===== src/rtl/load_store_unit_if.sv =====
// Data-memory bus between the load/store unit (master) and a wait-stated memory (slave).
// The memory answers each request with a single-cycle mem_ack pulse.
interface load_store_unit_if;
    logic        mem_req;
    logic        mem_we;
    logic [31:0] mem_addr;
    logic [3:0]  mem_be;
    logic [31:0] mem_wdata;
    logic        mem_ack;
    logic [31:0] mem_rdata;

    modport master (
        output mem_req, mem_we, mem_addr, mem_be, mem_wdata,
        input  mem_ack, mem_rdata
    );

    modport slave (
        input  mem_req, mem_we, mem_addr, mem_be, mem_wdata,
        output mem_ack, mem_rdata
    );
endinterface


===== src/rtl/load_store_unit.sv =====
// Memory-access stage: req/ack handshake with a wait-stated data memory, byte-lane steering,
// core stall generation, and sticky misalignment / bus-timeout flags.
module load_store_unit #(
    parameter int unsigned TIMEOUT  = 16,
    parameter logic [31:0] ERR_DATA = 32'hDEAD_BEEF
) (
    input  logic                      clk,
    input  logic                      reset,
    input  logic                      MemWrite,
    input  logic                      MemRead,
    input  logic                      ByteAcc,
    input  logic [31:0]               Addr,
    input  logic [31:0]               WriteData,
    output logic [31:0]               ReadData,
    output logic                      Stall,
    input  logic                      err_clr,
    output logic                      bus_err,
    output logic                      align_err,
    load_store_unit_if.master         mem
);

    localparam logic [1:0] StIdle = 2'd0;
    localparam logic [1:0] StReq  = 2'd1;
    localparam logic [1:0] StDone = 2'd2;

    localparam logic [7:0] CntMax = 8'(TIMEOUT - 1);

    logic [1:0]  state_q, state_d;
    logic [7:0]  cnt_q, cnt_d;
    logic        we_q, we_d;
    logic        byte_q, byte_d;
    logic [1:0]  lane_q, lane_d;
    logic [31:0] addr_q, addr_d;
    logic [3:0]  be_q, be_d;
    logic [31:0] wdata_q, wdata_d;
    logic [31:0] rdata_q, rdata_d;
    logic        bus_err_q, bus_err_d;
    logic        align_err_q, align_err_d;

    logic        req;
    logic        misaligned;
    logic        bus_set;
    logic        align_set;
    logic [7:0]  rd_byte;

    assign req        = MemWrite | MemRead;
    assign misaligned = !ByteAcc && (Addr[1:0] != 2'b00);
    assign rd_byte    = mem.mem_rdata[{lane_q, 3'b000} +: 8];

    always_comb begin
        state_d   = state_q;
        cnt_d     = '0;
        we_d      = we_q;
        byte_d    = byte_q;
        lane_d    = lane_q;
        addr_d    = addr_q;
        be_d      = be_q;
        wdata_d   = wdata_q;
        rdata_d   = rdata_q;
        bus_set   = 1'b0;
        align_set = 1'b0;

        case (state_q)
            StIdle: begin
                if (req) begin
                    // A simultaneous MemWrite/MemRead is treated as a store.
                    we_d    = MemWrite;
                    byte_d  = ByteAcc;
                    lane_d  = Addr[1:0];
                    addr_d  = {Addr[31:2], 2'b00};
                    be_d    = ByteAcc ? (4'b0001 << Addr[1:0]) : 4'b1111;
                    wdata_d = ByteAcc ? {4{WriteData[7:0]}} : WriteData;
                    if (misaligned) begin
                        state_d   = StDone;
                        align_set = 1'b1;
                        rdata_d   = '0;
                    end else begin
                        state_d = StReq;
                    end
                end
            end
            StReq: begin
                cnt_d = cnt_q + 8'd1;
                if (mem.mem_ack) begin
                    state_d = StDone;
                    if (!we_q) begin
                        rdata_d = byte_q ? {24'd0, rd_byte} : mem.mem_rdata;
                    end
                end else if (cnt_q == CntMax) begin
                    state_d = StDone;
                    bus_set = 1'b1;
                    if (!we_q) begin
                        rdata_d = ERR_DATA;
                    end
                end
            end
            StDone: begin
                // The core still presents the same instruction here; it is not a new request.
                state_d = StIdle;
            end
            default: begin
                state_d = StIdle;
            end
        endcase

        bus_err_d   = bus_set | (bus_err_q & ~err_clr);
        align_err_d = align_set | (align_err_q & ~err_clr);
    end

    always_ff @(posedge clk) begin
        if (!reset) begin
            state_q     <= StIdle;
            cnt_q       <= '0;
            we_q        <= 1'b0;
            byte_q      <= 1'b0;
            lane_q      <= '0;
            addr_q      <= '0;
            be_q        <= '0;
            wdata_q     <= '0;
            rdata_q     <= '0;
            bus_err_q   <= 1'b0;
            align_err_q <= 1'b0;
        end else begin
            state_q     <= state_d;
            cnt_q       <= cnt_d;
            we_q        <= we_d;
            byte_q      <= byte_d;
            lane_q      <= lane_d;
            addr_q      <= addr_d;
            be_q        <= be_d;
            wdata_q     <= wdata_d;
            rdata_q     <= rdata_d;
            bus_err_q   <= bus_err_d;
            align_err_q <= align_err_d;
        end
    end

    assign Stall = reset && ((state_q == StReq) || ((state_q == StIdle) && req));

    assign mem.mem_req   = (state_q == StReq);
    assign mem.mem_we    = we_q;
    assign mem.mem_addr  = addr_q;
    assign mem.mem_be    = be_q;
    assign mem.mem_wdata = wdata_q;

    assign ReadData  = rdata_q;
    assign bus_err   = bus_err_q;
    assign align_err = align_err_q;

endmodule

===== src/flat_wrapper.sv =====
// flat-port wrapper written by rule: the top's interface ports become plain ports
module load_store_unit_flat 
#(
    parameter int unsigned TIMEOUT  = 16,
    parameter logic [31:0] ERR_DATA = 32'hDEAD_BEEF
)
  (clk, reset, MemWrite, MemRead, ByteAcc, Addr, WriteData, ReadData, Stall, err_clr, bus_err, align_err, mem_mem_req, mem_mem_we, mem_mem_addr, mem_mem_be, mem_mem_wdata, mem_mem_ack, mem_mem_rdata);
  load_store_unit_if mem_i ();
  input  logic clk;
  input  logic reset;
  input  logic MemWrite;
  input  logic MemRead;
  input  logic ByteAcc;
  input  logic [31:0] Addr;
  input  logic [31:0] WriteData;
  output logic [31:0] ReadData;
  output logic Stall;
  input  logic err_clr;
  output logic bus_err;
  output logic align_err;
  output wire logic [$bits(mem_i.mem_req)-1:0] mem_mem_req;
  output wire logic [$bits(mem_i.mem_we)-1:0] mem_mem_we;
  output wire logic [$bits(mem_i.mem_addr)-1:0] mem_mem_addr;
  output wire logic [$bits(mem_i.mem_be)-1:0] mem_mem_be;
  output wire logic [$bits(mem_i.mem_wdata)-1:0] mem_mem_wdata;
  input wire logic [$bits(mem_i.mem_ack)-1:0] mem_mem_ack;
  input wire logic [$bits(mem_i.mem_rdata)-1:0] mem_mem_rdata;
  assign mem_mem_req = mem_i.mem_req;
  assign mem_mem_we = mem_i.mem_we;
  assign mem_mem_addr = mem_i.mem_addr;
  assign mem_mem_be = mem_i.mem_be;
  assign mem_mem_wdata = mem_i.mem_wdata;
  assign mem_i.mem_ack = mem_mem_ack;
  assign mem_i.mem_rdata = mem_mem_rdata;
  load_store_unit #(.TIMEOUT(TIMEOUT), .ERR_DATA(ERR_DATA)) u_core (.clk(clk), .reset(reset), .MemWrite(MemWrite), .MemRead(MemRead), .ByteAcc(ByteAcc), .Addr(Addr), .WriteData(WriteData), .ReadData(ReadData), .Stall(Stall), .err_clr(err_clr), .bus_err(bus_err), .align_err(align_err), .mem(mem_i));
endmodule

===== config.mk =====
export PLATFORM = sky130hd
export DESIGN_NAME = load_store_unit_flat
export DESIGN_NICKNAME = d
export VERILOG_FILES = /design/src/rtl/load_store_unit_if.sv /design/src/rtl/load_store_unit.sv /design/src/flat_wrapper.sv
export SDC_FILE = /design/constraint.sdc
export NUM_CORES = 1
export LEC_CHECK = 0
export ABC_AREA = 1
export CAP_MARGIN = 10
export CORE_ASPECT_RATIO = 0.8
export CORE_UTILIZATION = 43
export CTS_CLUSTER_DIAMETER = 30
export DETAILED_ROUTE_END_ITERATION = 7
export PLACE_DENSITY = 0.91
export REMOVE_ABC_BUFFERS = 1
export SYNTH_ARGS = -nofsm -noshare
export SYNTH_HDL_FRONTEND = slang
export SYNTH_SLANG_ARGS = --single-unit

===== constraint.sdc =====
create_clock -name clk -period 1.6 [get_ports clk]
set_input_delay 0.16 -clock clk [delete_from_list [all_inputs] [get_ports clk]]
set_output_delay 0.16 -clock clk [all_outputs]
set_load 0.02 [all_outputs]

==> flow_summary_export.csv <==
group,metric,value,unit
global_route,grt_first_pass_wirelength,24.0,mm
timing,setup_viol,0,
drt,first_pass_iters,5,
finish,n_antenna_cell,0,
global_route,overflow,0,
power,powerDensity,1290,nW/µm²
finish,fin_util,0.730,
timing,fin_skew,0.00592,ns
clock_tree,cts.sinks,114,
drt,vias,5548,
timing,timing.final.crit_share,0.970,
drt,vias_per_cell,5.05,
floorplanning,dieArea,12000,µm²
timing,period_minus_slack,1.55,ns
min_path,min-delay-path-class,"input port to register",
worst_setup_path,worstRegToRegCells,9,
worst_setup_path,r2r_slack,0.05,ns
place,gp_congestion,0.873,
synthesis,ys_seq_elements,114,
worst_setup_path,reg2reg_from,"u_core.state_q[1]$_SDFFE_PN0P_",
finish,area_growth,62.3,%
worst_setup_path,arrival,1.86,ns
global_route,grt_use_total,0.255,
place,dpl.hpwl,10.4,mm
place,portBuffers,205,
synthesis,synth_top_area_frac,0.461,
finish,final_cell_mix,"200 x clkdlybuf4s50_1, 170 x nand2_1, 157 x nor2_1",
drt,drtIter0Drc,441,
clock_tree,numCtsBuffers,17,
synthesis,synth_flop_cell,"dfxtp_1",
floorplanning,dieHeight,98.0,µm
synthesis,synth_top_cell_by_area,"dfxtp_1",
clock_tree,cts_tree,"yes",
floorplanning,start_util,0.449,
timing,max_freq,644,MHz
timing,drv_slew,0,
synthesis,synth_async_sr_flop_share,0,
drt,routedWlPerCell,14.4,µm
clock_tree,cts_buffer_depth,2,
min_path,holdCritStartpoint,"reset",
timing,setup_slack,0.0479,ns
synthesis,synth.yosys.seq_area_share,0.461,
synthesis,synthCells,720,
finish,final_common_cell,"clkdlybuf4s50_1",
floorplanning,core.rowCount,34,
worst_setup_path,r2r_end,"u_core.ReadData[0]$_SDFFE_PN0P_",
outcome,status,"complete, no violations",
power,vdd_ir_drop_max,0.00102,V
worst_setup_path,startpoint_type,"register",
global_route,first_global_vias,4989,
min_path,min_path_cells,3,
finish,nets,1046,
floorplanning,core,11000,µm²
synthesis,synth_edf_count,0,
finish,drive_gt1_frac,0.103,
drt,drc_errors,0,
worst_setup_path,critPathCaptureType,"register",
clock_tree,clock_latency,0.41,ns
clock_tree,cts-htree-levels,4,
global_route,grt_max_degree,87,
global_route,grt_antenna_before_repair,0,
drt,ant_nets,0,
floorplanning,ios,208,
synthesis,syn_avg_cell_area,6.88,µm²
worst_setup_path,path_class,"register to register",
clock_tree,cts.clk_slew.worst_paths,0.06,ns
timing,hold_viol_final,0,
worst_setup_path,required,1.91,ns
clock_tree,cts_root_buf,"clkbuf_16",
power,leakage,0.00346,µW
worst_setup_path,cp_max_fo,11,
synthesis,ys_types,30,
min_path,holdPathEnd,"u_core.state_q[1]$_SDFFE_PN0P_",
synthesis,synth_area,4950,µm²
place,place_ws,-0.146,ns
synthesis,yosys-top-cells-area,"dfxtp_1 46%, nand2_1 13%, nor2_1 12%",
floorplanning,die_x,122,µm
drt,totalWireLength,15.8,mm
job,maxCapViolCount,0,
synthesis,yosysWarnings,0,
area by class of cell:
class,count,area (µm²)
clock buffers,17,425
clock inverters,15,160
fillers,851,2980
inverters,45,170
multi-input cells,518,2300
flip-flops and latches,114,2290
well taps,144,180
repair buffers,246,2510
sequential cells by signal, indices dropped and copies added (netlist names):
signal,count
u_core.ReadData,32
u_core.align_err,1
u_core.bus_err,1
u_core.byte_q,1
u_core.cnt_q,8
u_core.lane_q,2
u_core.mem.mem_addr,30
u_core.mem.mem_be,4
u_core.mem.mem_wdata,32
u_core.mem.mem_we,1
u_core.state_q,2
cell usage after synthesis (3+ instances only):
master,count
buf_6,4
inv_1,40
nand3_1,20
o21ai_0,98
nor3_1,11
a31oi_1,26
buf_4,4
nor2_4,4
clkbuf_1,17
inv_2,3
nor2_1,159
nand2_1,170
buf_2,14
buf_1,3
a21oi_1,13
dfxtp_1,114
nand2_2,4
through the flow:
step                setup TNS, ns  hold slack (ns)  cells  instance area, µm²  total power, µW
floorplan                  -21.83            0.263    677                4720             4960
finish                          0            0.120   1099                8040            10400
CTS                             0            0.111   1089                7830            10200
detailed placement          -4.15            0.454   1057                7230             6460
global route              -0.0221            0.136   1099                8040            10900
global placement            -2.14            0.433   1057                7230             6400
where the power goes:
part	total [µW]	switching, µW	leakage [µW]	internal [µW]
Sequential	3460	217	0.000945	3240
Clock	3720	1420	0.000272	2300
Combinational	3210	1710	0.00224	1500
Total	10400	3340	0.00346	7050
worst max-delay path, cell delays in order, from the launching register on:
cell and delay, ns:
dfxtp_1 0.43, nor2_4 0.08, nand3_1 0.14, nand3_2 0.14, nor2_4 0.18, buf_12 0.15
clkbuf_16 0.15, nand2_1 0.06, inv_1 0.07, nor2_1 0.04
per-layer routing:
| layer | GRT usage | vias up | routed length, µm |
|---|---|---|---|
| met5 | 0 | - | 0 |
| met4 | 0.113 | 0 | 486 |
| met3 | 0.0625 | 41 | 1280 |
| met2 | 0.417 | 262 | 7470 |
| met1 | 0.315 | 2492 | 6580 |
| li1 | - | 2753 | - |
kinds of logic after synthesis:
logic type                 after synthesis  synth area share
and+or+nand+nor                        375             0.306
AOI/OAI and AO/OA                      139             0.148
DFF                                    114             0.461
buffers and inverters                   89            0.0809
xor gates and xnor gates                 1           0.00177
adders and majority gates                1           0.00253
other                                    1          0.000757
worst max path at each step:
stage                              startpoint                                   to
2_1_floorplan  u_core.state_q[1]$_SDFFE_PN0P_                                Stall
3_3_place_gp                         MemWrite                                Stall
3_5_place_dp                         MemWrite  u_core.mem.mem_addr[5]$_SDFFE_PN0P_
4_1_cts            u_core.cnt_q[0]$_SDFF_PN0_     u_core.ReadData[31]$_SDFFE_PN0P_
5_1_grt            u_core.cnt_q[6]$_SDFF_PN0_      u_core.ReadData[0]$_SDFFE_PN0P_
6_report       u_core.state_q[1]$_SDFFE_PN0P_      u_core.ReadData[0]$_SDFFE_PN0P_
repair_timing:
| action | CTS | global route |
|---|---|---|
| buffers inserted | 0 | 4 |
| pin swaps | 1 | 4 |
| hold buffers | 0 | 0 |
| setup endpoints to repair | 4 | 46 |
| gates resized for setup | 10 | 12 |
| cloned | 0 | 6 |
Note: power is estimated with default switching activity, not from simulation.
==> edit (config.mk and constraints unchanged) <==
Reset style: asynchronous (`reset`), changed in one clocked block.
--- a/src/rtl/load_store_unit.sv
+++ b/src/rtl/load_store_unit.sv
@@ -107,7 +107,7 @@
         align_err_d = align_set | (align_err_q & ~err_clr);
     end
 
-    always_ff @(posedge clk) begin
+    always_ff @(posedge clk or negedge reset) begin
         if (!reset) begin
             state_q     <= StIdle;
             cnt_q       <= '0;
Behaviour: differs if reset is asserted again (counterexample within 4 cycles, from zero or initial values and one cycle with reset low); with reset held inactive, the same outputs for 4 cycles.
==> edit against the unedited design <==
The flow now finishes with violations (negative setup slack). Clock skew up 0.0011 ns. Sequential cell count stayed put. Core utilization fell by 2.8 points. Sequential share of layout area rose by 6.6 points. Worst setup slack worse by 0.095 ns. Die area up 4.0%. Final area up 1.2%. Wire length about the same. Area after synthesis rose by 4.1%. Largest cell class is now registers. Highest routed layer unchanged.
Power is not compared: it rests on default switching activity, and its combinational part moved more than twofold at a synthesized area within 25%.
==> edit: results (changes against the unedited design) <==
Synth Area in Compound Gates 8.57% (was 14.8%); synth unique cells 28 (was 30); failing checks negative setup slack; HP Class in -> reg (unchanged); gr usage total 26.6% (was 25.5%); drt pass-1 iters 6 (was 5); Post-synth top cells 297 x nand2_1, 114 x dfrtp_1, 42 x nor2_1, 36 x nand3_1, 25 x a21oi_1 (was 170 x nand2_1, 159 x nor2_1, 114 x dfxtp_1, 98 x o21ai_0, 40 x inv_1); H-tree depth 4 (unchanged); routed len/inst 15.4 um (was 14.4 um); Crit Reg-Reg Endpoint u_core.ReadData[15] (was u_core.ReadData[0]); Area contributors post-synth dfrtp_1 55%, nand2_1 22%, nand3_1 3.5% (was dfxtp_1 46%, nand2_1 13%, nor2_1 12%); IO Port Bufs 205 (unchanged); cts repair resizes 15 (was 10); Post-CTS Setup Inserts 2 (was 0); Final nets 973 (was 1046); DP Wirelength 10.9 mm (was 10.4 mm); Final setup viols 1 (was 0); share of synthesized flip-flops with an asynchronous set or reset 100% (was 0%); placed instance area 7510 um2 (was 7230 um2); Synth Area in XOR/XNOR 0% (was 0.177%); initial antenna violation count 0 (unchanged); fill count 829 (was 851); hold_buf cts 1 (was 0); final core occ 70.1% (was 73.0%); Worst-Skew Late Latency 0.41 ns (about the same); Final WS setup -0.0476 ns (was 0.0479 ns); CP startpoint u_core.state_q[1] (unchanged); hold path start Addr[7] (was reset); layout cell share with drive strength beyond 1 9.98% (was 10.3%); hold path endpoint u_core.mem.mem_addr[7] (was u_core.state_q[1]); first-pass GRT wire length 25.6 mm (was 24.0 mm); Layout Skew 0.00705 ns (was 0.00592 ns); GPL Wtd Cong 0.849 (was 0.873); vias in the first global route 5124 (was 4989); r2r setup slk 0 ns (was 0.05 ns); status finished, violations left (was finished, final reports clean); Data required, critical path 1.44 ns (was 1.91 ns); vias per inst 5.07 (was 5.05); largest net degree at the start of global routing 115 (was 87); CTS Buf Count 17 (unchanged); 1st-iter DRT viols 340 (was 441); Worst Setup EP Stall (was u_core.ReadData[0]); clock buffer depth 2 (unchanged); Crit Path Max Fanout 3 (was 11); Synth Area in Adders 0.243% (was 0.253%); sequential fraction of the synthesis area 55.4% (was 46.1%)
edit: metrics by stage:
step                instances  setup TNS [ns]  hold slack, ns  setup slack (ns)
floorplan                 611         -106.77          -0.136             -1.65
global placement          994           -4.59           0.328            -0.302
detailed placement        994           -7.36           0.327            -0.313
CTS                      1029         -0.0609           0.266           -0.0609
global route             1030           -2.64           0.280            -0.125
finish                   1030         -0.0476           0.275           -0.0476
edit: cell type report:
type	instances	area share [%]
clock buffers	19	5.44
clock inverters	13	1.40
inverters	24	1.17
multi-input cells	473	25.2
flip-flops and latches	114	35.1
well taps	148	2.28
repair buffers	239	29.4
edit: per-layer routing:
metal	routed length (um)	up-vias	global-route usage, %
met1	6280	2444	31.7
li1	-	2505	-
met3	1400	33	8.69
met5	0	-	0
met2	7720	240	44.5
met4	411	0	11.9
edit: critical path, stage by stage (launching register included):
cell and delay [ns]:
dfrtp_1 0.41, nor2_2 0.19, o21ai_4 0.08, a21boi_2 0.14
buf_4 0.13, buf_4 0.13
